File: src/rtl/alu_issue_ctrl_if.sv
// Bundle of command, response and ALU-side signals for alu_issue_ctrl.
// slave is the issue controller's view; master is the view of its surroundings.
interface alu_issue_ctrl_if #(
  parameter int DATA_W = 16
);
  logic              cmd_valid;
  logic              cmd_ready;
  logic [2:0]        cmd_opcode;
  logic [DATA_W-1:0] cmd_a;
  logic [DATA_W-1:0] cmd_b;

  logic [DATA_W-1:0] alu_data_i;
  logic [DATA_W-1:0] alu_data_j;
  logic [6:0]        alu_op;
  logic [DATA_W-1:0] alu_result;
  logic              alu_eq;

  logic              rsp_valid;
  logic              rsp_ready;
  logic [DATA_W-1:0] rsp_data;
  logic              rsp_eq;
  logic              rsp_err;

  modport slave (
    input  cmd_valid, cmd_opcode, cmd_a, cmd_b, alu_result, alu_eq, rsp_ready,
    output cmd_ready, alu_data_i, alu_data_j, alu_op, rsp_valid, rsp_data, rsp_eq, rsp_err
  );

  modport master (
    output cmd_valid, cmd_opcode, cmd_a, cmd_b, alu_result, alu_eq, rsp_ready,
    input  cmd_ready, alu_data_i, alu_data_j, alu_op, rsp_valid, rsp_data, rsp_eq, rsp_err
  );
endinterface

File: src/rtl/alu_issue_ctrl.sv
// Issues one command at a time to a combinational ALU, holds it EXEC_CYCLES cycles, returns the result.
// Optional macro ALU_ISSUE_STATS_EN adds saturating handoff counters stat_ops / stat_err.
module alu_issue_ctrl #(
  parameter int DATA_W      = 16,
  parameter int EXEC_CYCLES = 1
) (
  input  logic clk,
  input  logic rst,
  alu_issue_ctrl_if.slave bus
`ifdef ALU_ISSUE_STATS_EN
  ,
  output logic [15:0] stat_ops,
  output logic [7:0]  stat_err
`endif
);

  typedef enum logic [1:0] {IDLE, EXEC, RESP} state_e;

  localparam logic [3:0] CntLoad   = 4'(EXEC_CYCLES - 1);
  localparam logic [2:0] OpcCmp    = 3'd6;
  localparam logic [2:0] OpcIllegal = 3'd7;

  state_e            state_q, state_d;
  logic [3:0]        cnt_q, cnt_d;
  logic [2:0]        opcode_q, opcode_d;
  logic [DATA_W-1:0] aluDataI_q, aluDataI_d;
  logic [DATA_W-1:0] aluDataJ_q, aluDataJ_d;
  logic [DATA_W-1:0] rspData_q, rspData_d;
  logic              rspEq_q, rspEq_d;
  logic              rspErr_q, rspErr_d;
  logic [6:0]        aluOp;

  // The ALU only ever sees an op while a legal command is executing.
  always_comb begin
    aluOp = 7'b0000000;
    if (state_q == EXEC) begin
      case (opcode_q)
        3'd0:    aluOp = 7'b0000001;
        3'd1:    aluOp = 7'b0000010;
        3'd2:    aluOp = 7'b0000100;
        3'd3:    aluOp = 7'b0001000;
        3'd4:    aluOp = 7'b0010000;
        3'd5:    aluOp = 7'b0100000;
        3'd6:    aluOp = 7'b1000111;
        default: aluOp = 7'b0000000;
      endcase
    end
  end

  always_comb begin
    state_d    = state_q;
    cnt_d      = cnt_q;
    opcode_d   = opcode_q;
    aluDataI_d = aluDataI_q;
    aluDataJ_d = aluDataJ_q;
    rspData_d  = rspData_q;
    rspEq_d    = rspEq_q;
    rspErr_d   = rspErr_q;
    case (state_q)
      IDLE: begin
        if (bus.cmd_valid) begin
          aluDataI_d = bus.cmd_a;
          aluDataJ_d = bus.cmd_b;
          opcode_d   = bus.cmd_opcode;
          if (bus.cmd_opcode == OpcIllegal) begin
            state_d   = RESP;
            rspData_d = '0;
            rspEq_d   = 1'b0;
            rspErr_d  = 1'b1;
          end else begin
            state_d = EXEC;
            cnt_d   = CntLoad;
          end
        end
      end
      EXEC: begin
        if (cnt_q == 4'd0) begin
          state_d  = RESP;
          rspErr_d = 1'b0;
          // The ALU result bus carries nothing meaningful for a compare.
          if (opcode_q == OpcCmp) begin
            rspData_d = '0;
            rspEq_d   = bus.alu_eq;
          end else begin
            rspData_d = bus.alu_result;
            rspEq_d   = 1'b0;
          end
        end else begin
          cnt_d = cnt_q - 4'd1;
        end
      end
      RESP: begin
        if (bus.rsp_ready) begin
          state_d = IDLE;
        end
      end
      default: state_d = IDLE;
    endcase
  end

  always_ff @(posedge clk) begin
    if (rst) begin
      state_q    <= IDLE;
      cnt_q      <= '0;
      opcode_q   <= '0;
      aluDataI_q <= '0;
      aluDataJ_q <= '0;
      rspData_q  <= '0;
      rspEq_q    <= 1'b0;
      rspErr_q   <= 1'b0;
    end else begin
      state_q    <= state_d;
      cnt_q      <= cnt_d;
      opcode_q   <= opcode_d;
      aluDataI_q <= aluDataI_d;
      aluDataJ_q <= aluDataJ_d;
      rspData_q  <= rspData_d;
      rspEq_q    <= rspEq_d;
      rspErr_q   <= rspErr_d;
    end
  end

  assign bus.cmd_ready  = (state_q == IDLE);
  assign bus.rsp_valid  = (state_q == RESP);
  assign bus.alu_op     = aluOp;
  assign bus.alu_data_i = aluDataI_q;
  assign bus.alu_data_j = aluDataJ_q;
  assign bus.rsp_data   = rspData_q;
  assign bus.rsp_eq     = rspEq_q;
  assign bus.rsp_err    = rspErr_q;

`ifdef ALU_ISSUE_STATS_EN
  logic [15:0] statOps_q;
  logic [7:0]  statErr_q;
  logic        handoff;

  assign handoff = (state_q == RESP) && bus.rsp_ready;

  // Counters stick at all-ones rather than wrapping.
  always_ff @(posedge clk) begin
    if (rst) begin
      statOps_q <= '0;
      statErr_q <= '0;
    end else if (handoff) begin
      if (!rspErr_q && (statOps_q != 16'hFFFF)) statOps_q <= statOps_q + 16'd1;
      if (rspErr_q && (statErr_q != 8'hFF))     statErr_q <= statErr_q + 8'd1;
    end
  end

  assign stat_ops = statOps_q;
  assign stat_err = statErr_q;
`endif

endmodule

File: src/flat_wrapper.sv
// flat-port wrapper written by rule: the top's interface ports become plain ports
module alu_issue_ctrl_flat 
#(
  parameter int DATA_W      = 16,
  parameter int EXEC_CYCLES = 1
)
  (clk, rst, bus_cmd_valid, bus_cmd_opcode, bus_cmd_a, bus_cmd_b, bus_alu_result, bus_alu_eq, bus_rsp_ready, bus_cmd_ready, bus_alu_data_i, bus_alu_data_j, bus_alu_op, bus_rsp_valid, bus_rsp_data, bus_rsp_eq, bus_rsp_err);
  alu_issue_ctrl_if #(.DATA_W(DATA_W)) bus_i ();
  input  logic clk;
  input  logic rst;
  input wire logic [$bits(bus_i.cmd_valid)-1:0] bus_cmd_valid;
  input wire logic [$bits(bus_i.cmd_opcode)-1:0] bus_cmd_opcode;
  input wire logic [$bits(bus_i.cmd_a)-1:0] bus_cmd_a;
  input wire logic [$bits(bus_i.cmd_b)-1:0] bus_cmd_b;
  input wire logic [$bits(bus_i.alu_result)-1:0] bus_alu_result;
  input wire logic [$bits(bus_i.alu_eq)-1:0] bus_alu_eq;
  input wire logic [$bits(bus_i.rsp_ready)-1:0] bus_rsp_ready;
  output wire logic [$bits(bus_i.cmd_ready)-1:0] bus_cmd_ready;
  output wire logic [$bits(bus_i.alu_data_i)-1:0] bus_alu_data_i;
  output wire logic [$bits(bus_i.alu_data_j)-1:0] bus_alu_data_j;
  output wire logic [$bits(bus_i.alu_op)-1:0] bus_alu_op;
  output wire logic [$bits(bus_i.rsp_valid)-1:0] bus_rsp_valid;
  output wire logic [$bits(bus_i.rsp_data)-1:0] bus_rsp_data;
  output wire logic [$bits(bus_i.rsp_eq)-1:0] bus_rsp_eq;
  output wire logic [$bits(bus_i.rsp_err)-1:0] bus_rsp_err;
  assign bus_i.cmd_valid = bus_cmd_valid;
  assign bus_i.cmd_opcode = bus_cmd_opcode;
  assign bus_i.cmd_a = bus_cmd_a;
  assign bus_i.cmd_b = bus_cmd_b;
  assign bus_i.alu_result = bus_alu_result;
  assign bus_i.alu_eq = bus_alu_eq;
  assign bus_i.rsp_ready = bus_rsp_ready;
  assign bus_cmd_ready = bus_i.cmd_ready;
  assign bus_alu_data_i = bus_i.alu_data_i;
  assign bus_alu_data_j = bus_i.alu_data_j;
  assign bus_alu_op = bus_i.alu_op;
  assign bus_rsp_valid = bus_i.rsp_valid;
  assign bus_rsp_data = bus_i.rsp_data;
  assign bus_rsp_eq = bus_i.rsp_eq;
  assign bus_rsp_err = bus_i.rsp_err;
  alu_issue_ctrl #(.DATA_W(DATA_W), .EXEC_CYCLES(EXEC_CYCLES)) u_core (.clk(clk), .rst(rst), .bus(bus_i));
endmodule
File: config.mk
export PLATFORM = sky130hd
export DESIGN_NAME = alu_issue_ctrl_flat
export DESIGN_NICKNAME = d
export VERILOG_FILES = /design/src/rtl/alu_issue_ctrl_if.sv /design/src/rtl/alu_issue_ctrl.sv /design/src/flat_wrapper.sv
export SDC_FILE = /design/constraint.sdc
export NUM_CORES = 1
export LEC_CHECK = 0
export CAP_MARGIN = 20
export CORE_ASPECT_RATIO = 0.6
export CORE_MARGIN = 2
export CORE_UTILIZATION = 62
export CTS_CLUSTER_SIZE = 12
export DETAILED_ROUTE_END_ITERATION = 8
export DONT_BUFFER_PORTS = 1
export PLACE_DENSITY = 0.78
export SLEW_MARGIN = 20
export SYNTH_ARGS = -nofsm -noshare
export SYNTH_HDL_FRONTEND = slang
export SYNTH_SLANG_ARGS = --single-unit
File: constraint.sdc
create_clock -name clk -period 1.8 [get_ports clk]
set_input_delay 0.36 -clock clk [delete_from_list [all_inputs] [get_ports clk]]
set_output_delay 0.36 -clock clk [all_outputs]
set_load 0.03 [all_outputs]
==> impl_results.md, run 1 <==
* Overflow after GRT at 0
* Residual DRC count at 0
* First-pass GRT wire length at around 8800 µm
* Antenna diodes at 0
* Syn_nets at 354
* Final Cycle Share at 96.5%
* Skew-Pair Late Insertion Delay at about 0.34 ns
* Max Cap Viol at 0
* DIE WIDTH at 87.2 µm
* IO Pins at about 120
* DRT Pass-1 Iters at 4
* Port bufs at 0
* Hold Path Class: in2reg
* Critical path startpoint: u_core.state_q[1]$_SDFFE_PP0P_
* Maximum vdd ir drop at 0.785 mV
* Top post-synthesis cells by area: dfxtp_1 (46%), nand2_1 (11%), a21oi_1 (7.0%)
* GRT Total Usage at 25.2%
* CP Data Arrival Time at approximately 1.4 ns
* Cell Area, Synth at 2570 µm²
* Vias in the first global route at 1,887
* RSZ-0062 raised after global routing: false
* Fillers at 319
* Unique cell type count in the Yosys netlist at 36
* FP Rows at 18
* # H-tree levels at 3
* Worst setup SP type: register
* Critical Path End Type: output port
* Routed len/inst at 16.7 µm
* Total CTS buffers at 9
* Max frequency at 576 MHz
* Hold slack at 0.0889 ns
* Nets at 354
* Synth Warn # at 0
* Register Area at 1190 µm²
* Initial antenna violation count at 0
* Crit Path Class: reg2out
* Fin crit period at 1.74 ns
* DRT Wirelength at a little under 6000 µm
* Initial DRC Count at 181
* Leak at 0.00109 µW
* Top cell types by occurrence after synthesis: nand2_1 (72), dfxtp_1 (59), a21oi_1 (36)
* Seq/Total Area, Yosys at a little under half
* Die Area at 4700 µm²
* Largest net degree at the start of global routing at between 60 and 70
* Post-DRT Antenna Nets at 0
* Slew headroom at 57.7%
* Drt via density at 6.11
* Mapped Cells at 296
* Syn-to-layout area delta at 12.2%
* Post-synth EDFFs at 0
* Most used DFF post-synth: dfxtp_1
* Initial core utilization at 63.5%
* Clock root cell: clkbuf_8
* GPL Wtd Cong at 0.835
* # clock sinks at ~60
* Setup TNS at 0 ns
* CP required at 1.44 ns
* Layout cell share with drive strength beyond 1 at 18.9%
* Top-count cell post-synth: nand2_1
* Status: finished clean
* Clock-pin slew on the worst setup and hold paths at 0.06 ns
* Seq cells post-synth at slightly below 60
* Post-synth top area share at 45.9%
* Pre-CTS setup slack at 0.0443 ns
* Reg-to-reg startpoint: u_core.cnt_q[0]$_SDFFE_PP0P_
* Total core area at 4050 µm²
* Pwr/cell area at 1110 nW/µm²
* Asr flop ratio synth at 0%
* CTS tree: done
* Yosys top cell by area: dfxtp_1
* Worst Skew at 0.00927 ns
* Hold path start: rst
* Setup ws final at 0.0633 ns
* Die height at 53.9 µm
* Final setup viols at 0
* Via count at 2,146
* Post-DP HPWL at 3680 µm
* Slew @ Worst Pin at 0.632 ns
* Hold Fails Final Rpt at 0
* Clock Path Buffers at 2
* Fin. max-slew vios at 0
* Critical path fanouts, max at 8
* Avg Cell Area, Syn at 8.69 µm²
* Multi-input logic area at 1250 µm²
==> path summary, 6_finish.rpt <==
| check | slack (ns) | endpoint | depth (start not counted) |
|---|---|---|---|
| worst max-delay path | 0.06 | bus_alu_op[2] | 3 |
| worst min-delay path | 0.09 | u_core.bus.alu_data_i[3]$_SDFFE_PP0P_ | 1 |
| worst min register to register | 0.50 | u_core.opcode_q[2]$_SDFFE_PP0P_ | 2 |
| worst max register to register | 0.18 | u_core.cnt_q[3]$_SDFFE_PP0P_ | 6 |
==> registers in the layout, indices dropped and copies added, names as in the netlist <==
signal	cells
u_core.bus.alu_data_j	16
u_core.opcode_q	3
u_core.cnt_q	4
u_core.bus.alu_data_i	16
u_core.bus.rsp_err	1
u_core.bus.rsp_data	16
u_core.state_q	2
u_core.bus.rsp_eq	1
==> cell families (layout without fill, tap and decap cells) <==
kind of cell             Yosys count  after routing  share of synthesized area (%)
AO/OA/AOI/OAI                     81             81                           22.1
adder cells (fa/ha/maj)            2              2                          0.973
buffers and inverters             32             37                           7.00
flip-flops                        59             59                           45.9
AND/OR/NAND/NOR                  122            122                           24.0
==> report_power, final <==
part	internal, µW	switching [µW]	total, µW
combinational	108	173	281
clock	853	509	1360
sequential	1380	172	1550
==> cell type report <==
| type | count | area share (%) |
|---|---|---|
| Multi-Input combinational cell | 205 | 43.2 |
| Tap cell | 50 | 2.17 |
| Clock buffer | 12 | 5.38 |
| Sequential cell | 59 | 41.2 |
| Timing Repair Buffer | 17 | 4.99 |
| Inverter | 4 | 0.520 |
| Clock inverter | 4 | 2.52 |
==> per-layer routing <==
metal / wire length [µm] / vias to the layer above / track usage (%)
li1: - / 1037 / -
met1: 2400 / 1005 / 28.7
met2: 2730 / 95 / 41.7
met3: 671 / 9 / 14.1
met4: 72 / 0 / 6.67
met5: 0 / - / 0
==> cells in the final DEF, fill, tap and decap left out, types with 3 or more instances in the layout <==
cell       n
dfxtp_1   54
inv_1      4
and3_1     3
nor2b_1    3
nor2_1     5
nand2b_1  19
dfxtp_2    4
a31o_2     7
a31o_1     9
a21oi_1   36
nand2_1   72
a221oi_1  18
buf_4     15
clkbuf_8  11
==> worst max-delay path, cell delays in order, from the launching register on <==
cell and delay (ns):
dfxtp_2 0.37, nand2b_4 0.21, nor3b_1 0.25, buf_4 0.20
==> per-stage QoR <==
step	cell area, µm²	power [µW]	utilization (%)	std cells
6_report	2890	3190	71.2	351
4_1_cts	2870	3200	70.7	351
3_5_place_dp	2600	1840	64.2	333
2_1_floorplan	2580	1810	-	296
3_3_place_gp	2600	1830	64.2	333
5_1_grt	2890	3310	71.2	351
==> repair_timing <==
action | 4_1_cts | 5_1_grt
setup endpoints to repair | 7 | 22
resized for setup | 8 | 7
pin swaps | 0 | 0
hold endpoints to repair | 0 | 0
setup buffers | 2 | 0
hold buffers | 0 | 0
Power figures use the tool's default switching activity.
==> run 2, diff against run 1 <==
--- a/config.mk
+++ b/config.mk
@@ -8,11 +8,11 @@
 export CAP_MARGIN = 20
 export CORE_ASPECT_RATIO = 0.6
 export CORE_MARGIN = 2
-export CORE_UTILIZATION = 62
+export CORE_UTILIZATION = 50
+export CTS_BUF_LIST = sky130_fd_sc_hd__clkbuf_4
 export CTS_CLUSTER_SIZE = 12
 export DETAILED_ROUTE_END_ITERATION = 8
 export DONT_BUFFER_PORTS = 1
-export PLACE_DENSITY = 0.78
 export SLEW_MARGIN = 20
 export SYNTH_ARGS = -nofsm -noshare
 export SYNTH_HDL_FRONTEND = slang
==> impl_results.md, run 2 (synthesized netlist as in run 1, its figures left out) <==
* Status: finished clean
* GPL Wtd Cong at 0.855 (+2.4%)
* Routed len/inst at 16.6 µm (-0.76%)
* Initial core utilization at 51.4% (-12 points)
* Antenna diodes at 0 (unchanged)
* Critical path fanouts, max at 4 (-4)
* Final setup viols at 0 (unchanged)
* Most used cell, CP: buf_4
* R2R setup slack at 0.14 ns (-0.04 ns)
* Hold Path Class: in2reg
* Total CTS buffers at 9 (unchanged)
* Most frequent cells in the layout: nand2_1 (72), dfxtp_1 (54), a21oi_1 (36)
* Multi-input logic area at 1250 µm² (+0.50%)
* Vias in the first global route at 2,032 (+7.7%)
* RSZ-0062 raised after global routing: true
* GRT Total Usage at 21.8% (-3.4 points)
* Total core area at 5000 µm² (+23%)
* Fin util at 56.9% (-14 points)
* # clock sinks at 59 (unchanged)
* Hold Fails Final Rpt at 0 (unchanged)
* Leak at 0.00106 µW (-2.7%)
* Crit Path Class: reg2out
* Largest net degree at the start of global routing at 54 (-13%)
* Worst setup SP type: register
* Nets at 359 (+1.4%)
* CTS tree: done
* Critical Path End Type: output port
* Crit-path slowest cell: dfxtp_4
* Register Area at 1190 µm² (+0.42%)
* Worst Skew at 0.0118 ns (+0.00255 ns)
* Overflow after GRT at 0 (unchanged)
* Die Area at 5750 µm² (+22%)
* Crit path cell chain: nor2b_4 -> buf_4 -> and3_1 -> buf_4
* Syn-to-layout area delta at 10.7%
* CP required at 1.44 ns (about the same)
* Pwr/cell area at 926 nW/µm² (-16%)
* Drt via density at 5.74 (-6.1%)
* Pre-CTS setup slack at 0.0220 ns (-0.0223 ns)
* Max frequency at 569 MHz (-1.2%)
* FP Rows at 20 (+2)
* # H-tree levels at 3 (unchanged)
* Post-DP HPWL at 3890 µm (+5.7%)
* Setup ws final at 0.0416 ns (-0.0217 ns)
* Maximum vdd ir drop at 0.435 mV (-45%)
* Initial antenna violation count at 0 (unchanged)
* Port bufs at 0 (unchanged)
* DIE WIDTH at 96.6 µm (+11%)
* Slew headroom at 55.2% (-2.5 points)
* Die height at 59.6 µm (+11%)
* CP Data Arrival Time at 1.40 ns (+0.02 ns)
* Residual DRC count at 0 (unchanged)
* IO Pins at 115 (unchanged)
* Fin. max-slew vios at 0 (unchanged)
* Post-DRT Antenna Nets at 0 (unchanged)
* Skew-Pair Late Insertion Delay at 0.42 ns (+0.08 ns)
* Final Cycle Share at 97.7% (+1.2 points)
* DRT Wirelength at 6180 µm (+5.2%)
* Initial DRC Count at 151 (-17%)
* Max Cap Viol at 0 (unchanged)
* Clock-pin slew on the worst setup and hold paths at 0.10 ns (+0.04 ns)
* Via count at 2,136 (-0.47%)
* First-pass GRT wire length at 9810 µm (+11%)
* Layout cell share with drive strength beyond 1 at 20.9% (+2.0 points)
* Slew @ Worst Pin at 0.669 ns (+0.0370 ns)
* Clock Path Buffers at 2 (unchanged)
* DRT Pass-1 Iters at 4 (unchanged)
* Fillers at 489 (+53%)
* Clock root cell: clkbuf_4
* Most common cell after layout, fill and taps aside: nand2_1
* CP peak stage delay at 0.38 ns (about the same)
* Final Power at 2640 µW (-17%)
* Fin crit period at 1.76 ns (+0.0217 ns)
[run 2: cell types whose count changed in the layout (fill, tap and decap cells not counted), moves of 2 or more]
| cell | previous run | this run |
|---|---|---|
| dfxtp_4 | 1 | 3 |
| buf_4 | 15 | 20 |
| clkinvlp_4 | 1 | 3 |
| dfxtp_2 | 4 | 2 |
| bufinv_16 | 2 | 0 |
| clkbuf_8 | 11 | 0 |
| clkbuf_4 | 0 | 9 |
[run 2: repair_timing]
item,4_1_cts,5_1_grt
resized for setup,13,4
pin swaps,0,1
setup endpoints to repair,8,6
hold endpoints to repair,39,0
buffers inserted,5,0
hold buffers,1,0
[run 2: worst paths after layout]
| check | startpoint | end | cells past startpoint |
|---|---|---|---|
| hold reg to reg | u_core.opcode_q[2]$_SDFFE_PP0P_ | u_core.opcode_q[2]$_SDFFE_PP0P_ | 2 |
| setup / recovery | u_core.state_q[0]$_SDFFE_PP0P_ | bus_alu_op[3] | 4 |
| hold / removal | rst | u_core.cnt_q[1]$_SDFFE_PP0P_ | 1 |
| setup reg to reg | u_core.cnt_q[0]$_SDFFE_PP0P_ | u_core.bus.rsp_data[0]$_SDFFE_PP0P_ | 5 |
[run 2: per-layer routing]
| layer | GRT usage (%) | wire, µm |
|---|---|---|
| met5 | 0 | 0 |
| met4 | 8.65 | 102 |
| met3 | 10.4 | 555 |
| met2 | 32.5 | 2720 |
| met1 | 27.6 | 2800 |
[run 2: worst max-delay path: cells and delay by family, from the launching register on]
kind | cells | cell delay [ns]
AND/OR/NAND/NOR | 2 | 0.32
flip-flops | 1 | 0.38
buffers and inverters | 2 | 0.29
[run 2: cell type report]
| cell class | count | area share [%] |
|---|---|---|
| clock inverter | 7 | 1.58 |
| tap | 66 | 2.90 |
| timing repair buffer | 22 | 6.68 |
| clock buffer | 9 | 2.37 |
| multi-input combinational | 205 | 44.0 |
| sequential | 59 | 42.0 |
| inverter | 4 | 0.527 |
[run 2: where the power goes]
| part | internal (µW) | switching [µW] |
|---|---|---|
| clock network | 274 | 506 |
| logic | 122 | 194 |
| registers | 1370 | 167 |
[run 2: metrics by stage]
stage | std cells | setup TNS (ns) | hold slack [ns] | cell area, µm²
after floorplan | 296 | 0 | 0.479 | 2580
after global placement | 350 | 0 | 0.437 | 2630
after detailed placement | 350 | 0 | 0.436 | 2630
after CTS | 372 | 0 | 0.0263 | 2830
after global routing | 372 | -0.109 | 0.0277 | 2850
final | 372 | 0 | 0.0521 | 2850
==> run 3, diff against run 2 <==
--- a/config.mk
+++ b/config.mk
@@ -9,10 +9,10 @@
 export CORE_ASPECT_RATIO = 0.6
 export CORE_MARGIN = 2
 export CORE_UTILIZATION = 50
-export CTS_BUF_LIST = sky130_fd_sc_hd__clkbuf_4
 export CTS_CLUSTER_SIZE = 12
 export DETAILED_ROUTE_END_ITERATION = 8
 export DONT_BUFFER_PORTS = 1
+export GPL_TIMING_DRIVEN = 0
 export SLEW_MARGIN = 20
 export SYNTH_ARGS = -nofsm -noshare
 export SYNTH_HDL_FRONTEND = slang
==> impl_results.md, run 3 (synthesized netlist as in run 1, its figures left out) <==
* Status: finished clean
* Final Power at 3120 µW (+18%)
* Crit path cell chain: nand2b_4 -> buf_6 -> nor4_4
* Clock share of power at 39.2% (+9.6 points)
* Port bufs at 0 (unchanged)
* Clock Path Buffers at 2 (unchanged)
* Residual DRC count at 0 (unchanged)
* Via count at 2,183 (+2.2%)
* Critical path fanouts, max at 8 (+4)
* Layout cell share with drive strength beyond 1 at 22.3% (+1.4 points)
* Total CTS buffers at 9 (unchanged)
* Overflow after GRT at 0 (unchanged)
* Fillers at 474 (-3.1%)
* Crit-path slowest cell: nor4_4
* R2R setup slack at 0.09 ns (-0.05 ns)
* First-pass GRT wire length at 10,100 µm (+3.2%)
* Worst path top cell family by delay: simple AND/OR/NAND/NOR gates
* Hold slack at 0.148 ns (+0.0956 ns)
* R2R cell count at 6 (+1)
* Final Cycle Share at 96.5% (-1.2 points)
* Nets at 371 (+3.3%)
* Drt via density at 5.68 (-0.99%)
* # clock sinks at 59 (unchanged)
* Initial DRC Count at 105 (-30%)
* # H-tree levels at 3 (unchanged)
* DIE WIDTH at 96.6 µm (unchanged)
* Worst setup SP type: register
* Die height at 59.6 µm (unchanged)
* Non-filler instance count after layout at 384 (+3.2%)
* Internal at 2230 µW (+26%)
* CP peak stage delay at 0.40 ns (+0.02 ns)
* Most common cell after layout, fill and taps aside: nand2_1
* Worst setup path endpoint: bus_alu_op[0]
* Critical Path Stages at 3 (-1)
* Maximum vdd ir drop at 0.568 mV (+31%)
* Switch share at 28.6% (-4.3 points)
* FP Rows at 20 (unchanged)
* DRT Wirelength at 6380 µm (+3.3%)
* Fin. max-slew vios at 0 (unchanged)
* Max frequency at 575 MHz (+1.2%)
* Die Area at 5750 µm² (unchanged)
* Post-DP HPWL at 4460 µm (+15%)
* Sequential share of power at 49.5% (-8.9 points)
* Slew headroom at 58.6% (+3.4 points)
* Syn-to-layout area delta at 17.7%
* Critical Path End Type: output port
* Skew-Pair Late Insertion Delay at 0.34 ns (-0.08 ns)
* Hold path start: bus_cmd_opcode[1]
* Antenna diodes at 0 (unchanged)
* Max Cap Viol at 0 (unchanged)
* Fin util at 60.5% (+3.6 points)
* Reg-to-reg startpoint: u_core.state_q[0]$_SDFFE_PP0P_
* Clock-pin slew on the worst setup and hold paths at 0.06 ns (-0.04 ns)
* Total core area at 5000 µm² (unchanged)
* CTS tree: done
* CP Data Arrival Time at 1.38 ns (-0.02 ns)
* Hold Fails Final Rpt at 0 (unchanged)
* Hold Path Class: in2reg
* Initial core utilization at 51.4% (unchanged)
* IO Pins at 115 (unchanged)
* Worst R2R End: u_core.bus.rsp_data[4]$_SDFFE_PP0P_
* CP required at 1.44 ns (about the same)
* Switch Pwr at 894 µW (+3.0%)
* Leak at 0.00113 µW (+6.8%)
* Logic pwr share at 11.4% (-0.6 points)
* GRT Total Usage at 22.8% (+1.0 points)
* Pwr/cell area at 1030 nW/µm² (+11%)
* Routed len/inst at 16.6 µm (about the same)
* Critical path startpoint: u_core.state_q[1]$_SDFFE_PP0P_
* Fin crit period at 1.74 ns (-0.0207 ns)
* Clock root cell: clkbuf_8
* Crit Path Class: reg2out
* GPL Wtd Cong at 0.739 (-14%)
* Worst Skew at 0.00845 ns (-0.00336 ns)
* Final setup viols at 0 (unchanged)
* Slew @ Worst Pin at 0.620 ns (-0.0494 ns)
* Placed cells at 362 (+3.4%)
* Initial antenna violation count at 0 (unchanged)
* Vias in the first global route at 2,051 (+0.94%)
* Most frequent cells in the layout: nand2_1 (72), dfxtp_1 (53), a21oi_1 (36)
* Largest net degree at the start of global routing at 11 (-80%)
* Worst Path Buf+Inv at 1 (-1)
* Post-DRT Antenna Nets at 0 (unchanged)
* Setup TNS at 0 ns (unchanged)
* DRT Pass-1 Iters at 4 (unchanged)
## run 3: how the worst min path moves through the flow
stage | cells past startpoint | slack [ns] | end
detailed placement | 1 | 0.50 | u_core.bus.rsp_data[13]$_SDFFE_PP0P_
CTS | 2 | 0.14 | u_core.opcode_q[0]$_SDFFE_PP0P_
finish | 2 | 0.15 | u_core.opcode_q[1]$_SDFFE_PP0P_
global placement | 1 | 0.50 | u_core.bus.rsp_data[14]$_SDFFE_PP0P_
global route | 2 | 0.14 | u_core.bus.alu_data_j[11]$_SDFFE_PP0P_
floorplan | 2 | 0.48 | u_core.opcode_q[2]$_SDFFE_PP0P_
## run 3: power by group through the flow
stage	registers, µW	clock network (µW)	logic, µW
after floorplan	1550	0	256
after global placement	1560	0	314
after detailed placement	1570	0	320
after CTS	1540	1250	343
after global routing	1550	1310	398
final	1540	1220	356
## run 3: what timing repair did
item	4_1_cts	5_1_grt
resized for setup	25	9
pin swaps	3	1
hold endpoints to repair	0	0
hold buffers	0	0
setup buffers	3	6
setup endpoints to repair	18	13
## run 3: per-stage QoR
stage | setup WS [ns] | cell area [µm²]
finish | 0.0623 | 3030
global route | -0.0130 | 3030
CTS | 0.00635 | 2980
detailed placement | -0.208 | 2660
global placement | -0.203 | 2660
floorplan | 0.0116 | 2580
## run 3: area by class of cell
type                            instances  area (µm²)  share of cell area [%]
Multi-Input combinational cell        205        1300                    43.0
Sequential cell                        59        1190                    39.4
Buffer                                 25         161                    5.33
Clock buffer                           12         155                    5.13
Tap cell                               66        82.6                    2.73
Timing Repair Buffer                    9        67.6                    2.23
Clock inverter                          4        48.8                    1.61
Inverter                                4        15.0                   0.496
## run 3: routing by layer
layer / share of wire [%] / up-vias / global-route usage, %
met5: 0 / - / 0
met4: 0.63 / 0 / 7.44
met3: 10 / 5 / 11.4
met2: 43 / 84 / 32.9
met1: 47 / 1022 / 30.0
li1: - / 1072 / -
